### config.mk
export PLATFORM = sky130hd
export DESIGN_NAME = lag_pattern_gen
export DESIGN_NICKNAME = d
export VERILOG_FILES = /design/src/rtl/lag_pattern_gen_pkg.sv /design/src/rtl/lag_pattern_gen_flash_sequencer.sv /design/src/rtl/lag_pattern_gen.sv
export SDC_FILE = /design/constraint.sdc
export NUM_CORES = 1
export LEC_CHECK = 0
export CAP_MARGIN = 20
export CORE_AREA = 2 2 519 521
export DETAILED_ROUTE_END_ITERATION = 8
export DIE_AREA = 0 0 521 523
export GPL_TIMING_DRIVEN = 0
export PLACE_DENSITY = 0.3
export SYNTH_ARGS = -nofsm -noshare
export SYNTH_HDL_FRONTEND = slang
export SYNTH_HIERARCHICAL = 1
export SYNTH_SLANG_ARGS = --single-unit
export TNS_END_PERCENT = 50
### constraint.sdc
create_clock -name clock -period 5.25 [get_ports clock]
set_input_delay 1.05 -clock clock [delete_from_list [all_inputs] [get_ports clock]]
set_output_delay 1.05 -clock clock [all_outputs]
set_load 0.1 [all_outputs]
### src/rtl/lag_pattern_gen_pkg.sv
// Shared types for the lag-test pattern generator.
// Video timing geometry, display modes and text geometry.
package lag_pattern_gen_pkg;

  typedef struct packed {
    logic [11:0] h_sync;
    logic [11:0] h_back_porch;
    logic [11:0] v_sync;
    logic [11:0] v_back_porch_1;
    logic [11:0] v_back_porch_2;
    logic [11:0] h_active;
    logic [11:0] h_field_width;
    logic [3:0]  h_lag_divider;
    logic [3:0]  v_lag_divider;
    logic [11:0] h_lag_start;
    logic [11:0] v_lag_start;
  } VideoMode;

  typedef enum logic [1:0] {
    WHITE  = 2'b00,
    COLOUR = 2'b01,
    STEADY = 2'b10,
    OFF    = 2'b11
  } lpg_mode_t;

  localparam int LPG_TEXT_ROW_H = 16;
  localparam int LPG_ROW_SHIFT  = $clog2(LPG_TEXT_ROW_H);

endpackage

### src/rtl/lag_pattern_gen_flash_sequencer.sv
// Frame tick detection, jittered flash period and bar on/off sequencing.
// Emits the onset trigger pulse and the current lit state.
module lpg_flash_sequencer
  import lag_pattern_gen_pkg::*;
#(
  parameter int CNT_W  = 6,
  parameter int META_W = 3
) (
  input  logic             clock,
  input  logic             reset_n,
  input  logic [11:0]      h_sync,
  input  logic [11:0]      h_back_porch,
  input  logic [11:0]      v_sync,
  input  logic [11:0]      v_back_porch_1,
  input  logic [11:0]      v_back_porch_2,
  input  logic [11:0]      counterX,
  input  logic [11:0]      counterY,
  input  logic             state,
  input  logic [CNT_W-1:0] period,
  input  logic [CNT_W-1:0] on_frames,
  input  lpg_mode_t        mode,
  output logic             starttrigger,
  output logic             lit,
  output lpg_mode_t        cur_mode
);

  localparam int FW = CNT_W + 1;

  logic [11:0]       tick_x;
  logic [11:0]       tick_y;
  logic              tick;
  logic              onset;
  logic              flashing;
  logic              full_on;
  logic              off_now;
  logic [FW-1:0]     frame_cnt;
  logic [FW-1:0]     eff_period;
  logic [FW-1:0]     limit;
  logic [META_W-1:0] meta_cnt;
  logic [CNT_W-1:0]  period_q;
  logic [CNT_W-1:0]  on_q;
  logic [CNT_W-1:0]  per_c;
  logic [CNT_W-1:0]  on_c;
  lpg_mode_t         mode_q;
  lpg_mode_t         mode_c;
  logic              lit_q;

  assign tick_x = h_sync + h_back_porch;
  assign tick_y = v_sync + (state ? v_back_porch_2 : v_back_porch_1);
  assign tick   = (counterX == tick_x) && (counterY == tick_y);
  assign onset  = tick && (frame_cnt == '0);

  // Config is live on the onset tick, then frozen for the cycle
  assign per_c  = onset ? period : period_q;
  assign on_c   = onset ? on_frames : on_q;
  assign mode_c = onset ? mode : mode_q;

  assign eff_period = (per_c == '0) ? FW'(1) : {1'b0, per_c};
  assign limit      = eff_period - FW'(1) + FW'(meta_cnt);
  assign full_on    = {1'b0, on_c} >= eff_period;
  assign off_now    = !full_on && (frame_cnt >= {1'b0, on_c});
  assign flashing   = (mode_c == WHITE) || (mode_c == COLOUR);

  always_ff @(posedge clock or negedge reset_n) begin
    if (!reset_n) begin
      starttrigger <= 1'b0;
      frame_cnt    <= '0;
      meta_cnt     <= '0;
      lit_q        <= 1'b0;
      period_q     <= '0;
      on_q         <= '0;
      mode_q       <= WHITE;
    end else begin
      starttrigger <= onset && flashing;
      if (tick) begin
        meta_cnt  <= meta_cnt + 1'b1;
        frame_cnt <= (frame_cnt >= limit) ? '0 : frame_cnt + 1'b1;
        if (off_now) lit_q <= 1'b0;
        else if (onset) lit_q <= 1'b1;
      end
      if (onset) begin
        period_q <= period;
        on_q     <= on_frames;
        mode_q   <= mode;
      end
    end
  end

  always_comb begin
    lit = lit_q;
    unique case (mode_q)
      STEADY:  lit = 1'b1;
      OFF:     lit = 1'b0;
      default: lit = lit_q;
    endcase
  end

  assign cur_mode = mode_q;

endmodule

### src/rtl/lag_pattern_gen.sv
// Lag-test pattern generator: edge flash bars plus bitmap text rows,
// through a 2-stage registered pixel pipeline.
module lag_pattern_gen
  import lag_pattern_gen_pkg::*;
#(
  parameter int NUM_FIELDS     = 3,
  parameter int NUM_TEXT_LINES = 4,
  parameter int LINE_BITS      = 256,
  parameter int CNT_W          = 6,
  parameter int META_W         = 3
) (
  input  logic                               clock,
  input  logic                               reset_n,
  input  VideoMode                           videoMode,
  input  logic [11:0]                        counterX,
  input  logic [11:0]                        counterY,
  input  logic [11:0]                        vis_x,
  input  logic [11:0]                        vis_y,
  input  logic                               de,
  input  logic                               state,
  input  logic [NUM_FIELDS*12-1:0]           field_start,
  input  logic [NUM_FIELDS*12-1:0]           field_end,
  input  logic [CNT_W-1:0]                   period,
  input  logic [CNT_W-1:0]                   on_frames,
  input  logic [1:0]                         mode,
  input  logic [23:0]                        flash_rgb,
  input  logic [NUM_TEXT_LINES*LINE_BITS-1:0] text_bits,
  output logic                               starttrigger,
  output logic                               de_out,
  output logic [23:0]                        data
);

  localparam int ROW_W = (NUM_TEXT_LINES > 1) ? $clog2(NUM_TEXT_LINES) : 1;
  localparam int BIT_W = $clog2(LINE_BITS);
  localparam int IDX_W = $clog2(NUM_TEXT_LINES * LINE_BITS);

  logic        lit;
  lpg_mode_t   cur_mode;

  lpg_flash_sequencer #(
    .CNT_W  (CNT_W),
    .META_W (META_W)
  ) u_seq (
    .clock          (clock),
    .reset_n        (reset_n),
    .h_sync         (videoMode.h_sync),
    .h_back_porch   (videoMode.h_back_porch),
    .v_sync         (videoMode.v_sync),
    .v_back_porch_1 (videoMode.v_back_porch_1),
    .v_back_porch_2 (videoMode.v_back_porch_2),
    .counterX       (counterX),
    .counterY       (counterY),
    .state          (state),
    .period         (period),
    .on_frames      (on_frames),
    .mode           (lpg_mode_t'(mode)),
    .starttrigger   (starttrigger),
    .lit            (lit),
    .cur_mode       (cur_mode)
  );

  logic [12:0]      x_far;
  logic             edge_hit;
  logic             field_hit;
  logic             text_hit;
  logic [4:0]       row_sh;
  logic [11:0]      dy;
  logic [11:0]      row_full;
  logic [11:0]      xs;
  logic [11:0]      dx;

  logic             de_s1;
  logic             bar_s1;
  logic             text_s1;
  logic [ROW_W-1:0] row_s1;
  logic [BIT_W-1:0] bit_s1;
  logic [IDX_W-1:0] text_idx;
  logic [23:0]      pix;

  // Right edge test rearranged so a wide bar cannot underflow
  assign x_far    = {1'b0, vis_x} + {1'b0, videoMode.h_field_width};
  assign edge_hit = (vis_x < videoMode.h_field_width) ||
                    (x_far >= {1'b0, videoMode.h_active});

  always_comb begin
    field_hit = 1'b0;
    for (int i = 0; i < NUM_FIELDS; i++) begin
      if (vis_y >= field_start[i*12 +: 12] &&
          vis_y < field_end[i*12 +: 12])
        field_hit = 1'b1;
    end
  end

  assign row_sh   = 5'(LPG_ROW_SHIFT) + {1'b0, videoMode.v_lag_divider};
  assign dy       = vis_y - videoMode.v_lag_start;
  assign row_full = dy >> row_sh;
  assign xs       = vis_x >> videoMode.h_lag_divider;
  assign dx       = xs - videoMode.h_lag_start;
  assign text_hit = (vis_y >= videoMode.v_lag_start) &&
                    (row_full < 12'(NUM_TEXT_LINES)) &&
                    (xs >= videoMode.h_lag_start) &&
                    (dx < 12'(LINE_BITS));

  always_ff @(posedge clock or negedge reset_n) begin
    if (!reset_n) begin
      de_s1   <= 1'b0;
      bar_s1  <= 1'b0;
      text_s1 <= 1'b0;
      row_s1  <= '0;
      bit_s1  <= '0;
    end else begin
      de_s1   <= de;
      bar_s1  <= lit && edge_hit && field_hit;
      text_s1 <= text_hit;
      row_s1  <= row_full[ROW_W-1:0];
      bit_s1  <= BIT_W'(LINE_BITS - 1) - dx[BIT_W-1:0];
    end
  end

  assign text_idx = IDX_W'(row_s1) * IDX_W'(LINE_BITS) + IDX_W'(bit_s1);

  always_comb begin
    pix = 24'h000000;
    if (!de_s1) pix = 24'h000000;
    else if (bar_s1) pix = (cur_mode == COLOUR) ? flash_rgb : 24'hFFFFFF;
    else if (text_s1 && text_bits[text_idx]) pix = 24'hFFFFFF;
  end

  always_ff @(posedge clock or negedge reset_n) begin
    if (!reset_n) begin
      data   <= 24'h000000;
      de_out <= 1'b0;
    end else begin
      data   <= pix;
      de_out <= de_s1;
    end
  end

endmodule

Word-level counts from Yosys, hierarchy flattened

Cells that the tools add are included.

Input port bits: 1302
Output and inout port bits: 26
Register bits after elaboration: 64

Mux-type cells: 18
Order comparisons: 16
Add/sub/neg operators: 12
Shift operators: 2
Reduce and logical (&&, ||, !) cells: 21
Equal/unequal tests: 6

Operators with widths:

| operator               | number |
|---|---|
| $mux W24               | 4 |
| $ge A12 B12 Y1         | 5 |
| $lt A12 B12 Y1         | 4 |
| $add A12 B12 Y12       | 2 |
| $eq A12 B12 Y1         | 2 |
| $sub A12 B12 Y12       | 2 |
| $mux W6                | 3 |
| $add A12 B12 Y13       | 1 |
| $ge A13 B12 Y1         | 1 |
| $logic_and A1 B1 Y1    | 13 |
| $lt A12 B3 Y1 const B  | 1 |
| $lt A12 B9 Y1 const B  | 1 |
| $mux W12               | 1 |
| $shr A12 B4 Y12        | 1 |
| $shr A12 B5 Y12        | 1 |
| $lt A10 B11 Y1 const B | 1 |
| $add A10 B8 Y10        | 1 |
| $bmux W1 S10           | 1 |
| $sub A8 B8 Y8 const A  | 1 |
| $add A7 B1 Y7 const B  | 1 |
| $add A7 B3 Y7          | 1 |
| $ge A6 B7 Y1           | 1 |
| $ge A7 B6 Y1           | 1 |
| $ge A7 B7 Y1           | 1 |
| other kinds (16)       | 24 |

Depth between registers and ports, before layout

Depth after elaboration: 13
Depth in mapped cells: 30
Mapped depth without buffers: 27

Hierarchy

Netlist, hierarchy kept.

By module, submodules not included:

| module              | seq. area each (um^2) | area each (um^2) | cells an instance | times used |
|---|---|---|---|---|
| lag_pattern_gen     | 950.9                 | 14422.6          | 1440              | 1 |
| lpg_flash_sequencer | 650.6                 | 3370.7           | 394               | 1 |

Worst setup path after synthesis

No wires, ideal clock.

Path kind: input to register
From: input state
To: register u_seq.frame_cnt[2]
Cell stages on the path: 29
Buffers on the path: 3
Setup time: 0.078 ns
Setup slack: -2.257 ns
Arrival time: 7.429 ns
Path through: buf_1 -> mux2_2 -> ha_1 -> fa_1 -> a21o_1 -> a21oi_1 -> xnor2_1 -> nand4_1 -> or4_1 -> or4b_1 -> nor4_4 -> buf_4 -> mux2i_1 -> ha_1 -> inv_1 -> ha_1 -> a21o_1 -> a21oi_1 -> nor2b_1 -> o21ai_0 -> nand2b_1 -> xnor2_1 -> ha_1 -> a21oi_1 -> o21a_1 -> clkbuf_1 -> inv_1 -> o21ai_0 -> o2bb2ai_1

Word-level cells in the longest chain between the ends: 12

Ends and longest elaborated chain:

| what                   | RTL line                              | RTL |
|---|---|---|
| start: declaration     | lag_pattern_gen.sv:20                 | `input logic state,` |
| $mux W12 *             | lag_pattern_gen_flash_sequencer.sv:49 | `assign tick_y = v_sync + (state ? v_back_porch_2 : v_back_porch_1);` |
| $add A12 B12 Y12 *     | lag_pattern_gen_flash_sequencer.sv:49 |  |
| $eq A12 B12 Y1 *       | lag_pattern_gen_flash_sequencer.sv:50 | `assign tick = (counterX == tick_x) && (counterY == tick_y);` |
| $logic_and A1 B1 Y1 *  | lag_pattern_gen_flash_sequencer.sv:50 |  |
| $logic_and A1 B1 Y1    | lag_pattern_gen_flash_sequencer.sv:51 | `assign onset = tick && (frame_cnt == '0);` |
| $mux W6                | n/a                                   |  |
| $logic_not A6 Y1       | lag_pattern_gen_flash_sequencer.sv:58 | `assign eff_period = (per_c == '0) ? FW'(1) : {1'b0, per_c};` |
| $mux W6                | lag_pattern_gen_flash_sequencer.sv:58 |  |
| $sub A7 B1 Y7          | lag_pattern_gen_flash_sequencer.sv:59 | `assign limit = eff_period - FW'(1) + FW'(meta_cnt);` |
| $add A7 B3 Y7          | lag_pattern_gen_flash_sequencer.sv:59 |  |
| $ge A7 B7 Y1           | lag_pattern_gen_flash_sequencer.sv:77 | `frame_cnt <= (frame_cnt >= limit) ? '0 : frame_cnt + 1'b1;` |
| $mux W7                | lag_pattern_gen_flash_sequencer.sv:77 |  |
| end signal: assignment | lag_pattern_gen_flash_sequencer.sv:77 |  |
| end: declaration       | lag_pattern_gen_flash_sequencer.sv:36 | `logic [FW-1:0] frame_cnt;` |

Every way passes the cells marked *; elsewhere a longest branch is shown, timed or not.
A chain may end at the register's enable or synchronous reset.

Worst setup path in the final report

From: input state
To: register u_seq.frame_cnt[4]

Same word-level chain as after synthesis.

==> flow_summary.json <==
{
  "viasPerCell": 3.32,
  "ctsHoldBuffers": 0,
  "async_reset_ff_share_pct": 100,
  "p_int_mw": 3.54,
  "max-vdd-ir-drop_uv": 123,
  "p_comb_share_pct": 83.4,
  "synth_cells": 1834,
  "worstPathMaxFanout": 5,
  "place.gp.congestion": 0.853,
  "core_area_um2": 267000,
  "dieArea_um2": 272000,
  "wl_per_cell_um": 32.2,
  "synth_top_flop_cell": "dfrtp_1",
  "start_util_pct": 6.66,
  "cts_tree": "done",
  "setup_viol": 8,
  "synth_adder_area_share_pct": 13.3,
  "core.rowCount": 190,
  "max_stage_delay_ps": 540,
  "clk_pin_slew_ps": 60,
  "final_max_slew_viol_count": 0,
  "cp.required_ps": 5520,
  "hold_slack_ps": 469,
  "cts.sinks": 64,
  "finClkSkew_ps": 14.7,
  "tightest_slew_ps": 1240,
  "fin_util_pct": 13.8,
  "cp.arrival_ps": 7120,
  "vias": 22500,
  "synth_top_family_by_area": "multiplexers",
  "topRoutingLayerUsed": "met5",
  "cts-root-buf": "clkbuf_16",
  "synth_compound_area_share_pct": 18.1,
  "rsz0062_at_grt": "yes",
  "insertion_delay_ps": 390,
  "first_pass_iters": 5,
  "r2r_setup_slack_ps": 150,
  "maxCapViolCount": 0,
  "port_buffers": 1322,
  "start_kind": "input port",
  "violations": "negative setup slack",
  "period_minus_slack_ps": 6850,
  "grt_overflow": 0,
  "critPathKind": "input port to register",
  "syn_to_final_growth_pct": 107,
  "synth-edff-count": 0,
  "synthMuxAreaShare_pct": 35.7,
  "switchingPower_mw": 4.13,
  "crit_family": "simple AND/OR/NAND/NOR gates",
  "grt_pass1_vias": 24100,
  "synth_seq_cells": 64,
  "grt_pass1_wl_um": 269000,
  "cp.buffers_inverters": 6,
  "min_path_type": "register to register",
  "crit_top_cell": "ha_4",
  "p_leak_nw": 13.4,
  "ios": 1328,
  "die_x_um": 521,
  "antenna_found_initial": 99,
  "cp_slowest_cell": "or4b_4",
  "synth_cell_types": 94,
  "end_kind": "register",
  "drtIter0Drc": 1110,
  "slew_headroom_pct": 17.0,
  "grt_usage_pct": 15.3,
  "final.fill_count": 30300,
  "final_cells": 6783,
  "syn_nets": 3322,
  "fin_ws_ps": -1600,
  "wl_met3_um": 12900,
  "final.period_utilization_pct": 130,
  "yosys_warnings": 6,
  "wl_met1_um": 78500,
  "fp.dieH_um": 523,
  "powerDensity_nw_per_um2": 208,
  "drive_above_1_share_pct": 15.3,
  "pwr-share-clk_pct": 9.3,
  "route.detailed.drc": 0,
  "routed_wl_um": 219000,
  "cts_max_path_buffers": 2,
  "grt_max_degree": 36,
  "outcome": "complete, but fails checks",
  "placed_cells": 6731,
  "dr_wl_met2_um": 122000,
  "p_sw_share_pct": 53.8,
  "yosys.area_share.simple_pct": 12.1,
  "dpl.hpwl_um": 192000,
  "final_net_count": 4697,
  "numCtsBuffers": 9,
  "ys_seq_area_share_pct": 9.00,
  "ant_nets": 0,
  "htreeDepth": 3,
  "pwr-share-seq_pct": 7.3,
  "syn_area_per_cell_um2": 9.70,
  "syn_area_um2": 17800,
  "finalHoldViolCount": 0,
  "max_freq_ghz": 0.146,
  "synth-xor-area-share_pct": 3.10
}
layout by cell type, fill, tap and decap left out, types with 26 or more instances in the layout:
cell / count
a211oi_1: 29
a21o_1: 48
a21oi_1: 80
a22oi_1: 33
buf_4: 50
buf_6: 26
clkbuf_1: 31
clkdlybuf4s50_1: 1316
dfrtp_1: 64
ha_1: 170
inv_1: 166
mux2_2: 44
mux2i_1: 100
mux4_2: 212
nand2_1: 85
nand2b_1: 31
nand3_1: 41
nor2_1: 65
nor2b_1: 33
nor3_1: 28
o21a_1: 37
o21ai_0: 45
xnor2_1: 38
final timing paths:
kind                                                from                             end  cells past startpoint
setup / recovery                                   state  u_seq/frame_cnt[4]$_DFFE_PN0P_                     29
hold / removal             u_seq/meta_cnt[2]$_DFFE_PN0P_   u_seq/meta_cnt[2]$_DFFE_PN0P_                      1
setup reg to reg                     bit_s1[4]$_DFF_PN0_              data[20]$_DFF_PN0_                     15
hold reg to reg            u_seq/meta_cnt[2]$_DFFE_PN0P_   u_seq/meta_cnt[2]$_DFFE_PN0P_                      1
max in group asynchronous                        reset_n             bit_s1[4]$_DFF_PN0_                      2
min in group asynchronous                        reset_n              data[16]$_DFF_PN0_                      1
cell usage after synthesis (7+ instances only):
master | n | area share, %
o211ai_1 | 10 | 0.42
nor3b_1 | 7 | 0.30
buf_4 | 21 | 0.89
xnor2_1 | 44 | 2.2
nand3_1 | 44 | 1.2
nor2b_1 | 37 | 1.3
a221oi_1 | 9 | 0.44
mux2i_1 | 103 | 5.8
nand2_1 | 87 | 1.8
o21ai_0 | 52 | 1.5
buf_6 | 23 | 1.5
inv_1 | 171 | 3.6
a2111oi_0 | 10 | 0.49
ha_1 | 181 | 13
a21oi_1 | 88 | 2.5
o22ai_1 | 21 | 0.74
nor4_1 | 11 | 0.39
a22oi_1 | 33 | 1.4
buf_2 | 23 | 0.65
nor2_1 | 66 | 1.4
mux4_2 | 212 | 27
a21o_1 | 48 | 2.0
or3_1 | 9 | 0.32
o21bai_1 | 13 | 0.55
a31oi_1 | 12 | 0.42
a22o_1 | 18 | 0.89
mux2_2 | 48 | 3.0
o221ai_1 | 20 | 0.98
o21a_1 | 38 | 1.6
clkbuf_1 | 40 | 0.84
or4_1 | 8 | 0.34
nand4_1 | 24 | 0.84
buf_8 | 10 | 0.84
a211oi_1 | 32 | 1.4
nand2b_1 | 31 | 1.1
o21ai_1 | 7 | 0.20
dfrtp_1 | 64 | 9.0
nor3_1 | 28 | 0.79
xor2_1 | 19 | 0.94
through the flow:
| stage | setup TNS (ps) | setup WS (ps) | cell area [µm²] | power, mW |
|---|---|---|---|---|
| final | -11790 | -1600 | 36800 | 7.67 |
| after global placement | -104440 | -3740 | 35500 | 7.05 |
| after global routing | -13830 | -1860 | 36800 | 8.06 |
| after floorplan | -10860 | -1520 | 17900 | 3.14 |
| after CTS | -12640 | -1710 | 36700 | 8.01 |
| after detailed placement | -47090 | -3150 | 35900 | 7.18 |
metal layers:
metal / track usage [%] / up-vias
li1: - / 9955
met1: 15.9 / 11200
met2: 30.8 / 1033
met3: 3.38 / 243
met4: 3.36 / 82
met5: 0 / -
power groups by stage:
stage	Combinational, mW	Sequential (mW)	Clock (mW)
floorplan	2.60	0.539	0
global placement	6.47	0.573	0
detailed placement	6.61	0.572	0
CTS	6.69	0.563	0.762
global route	6.73	0.564	0.760
finish	6.40	0.559	0.711
sequential cells by signal, indices dropped and copies added (netlist names), 2 cells and up, named ones only:
| register | count |
|---|---|
| u_seq/frame_cnt | 7 |
| u_seq/period_q | 6 |
| data | 24 |
| u_seq/on_q | 6 |
| bit_s1 | 8 |
| u_seq/meta_cnt | 3 |
| row_s1 | 2 |
area by class of cell:
type	count	area, µm²	share of cell area, %
sequential	64	1600	4.35
inverter	173	654	1.78
multi-input combinational	1473	15100	40.9
buffer	121	928	2.52
clock inverter	7	104	0.282
timing repair buffer	1367	13800	37.4
tap	3552	4440	12.1
clock buffer	9	225	0.612
antenna	17	42.5	0.116
kinds of logic (layout without fill, tap and decap cells):
logic type	count (synthesis)	in the layout
compound gates	461	461
flops	64	64
fa+ha+maj	186	186
xor+xnor	63	63
simple gates	399	399
other cells	0	17
buf+inv	297	1677
mux	364	364
what timing repair did:
item / in CTS / in global routing
gates resized for setup: 67 / 15
gates cloned: 1 / 0
buffers inserted: 16 / 6
setup endpoints to repair: 46 / 8
pin swaps: 30 / 23
Note: power is estimated with default switching activity, not from simulation.
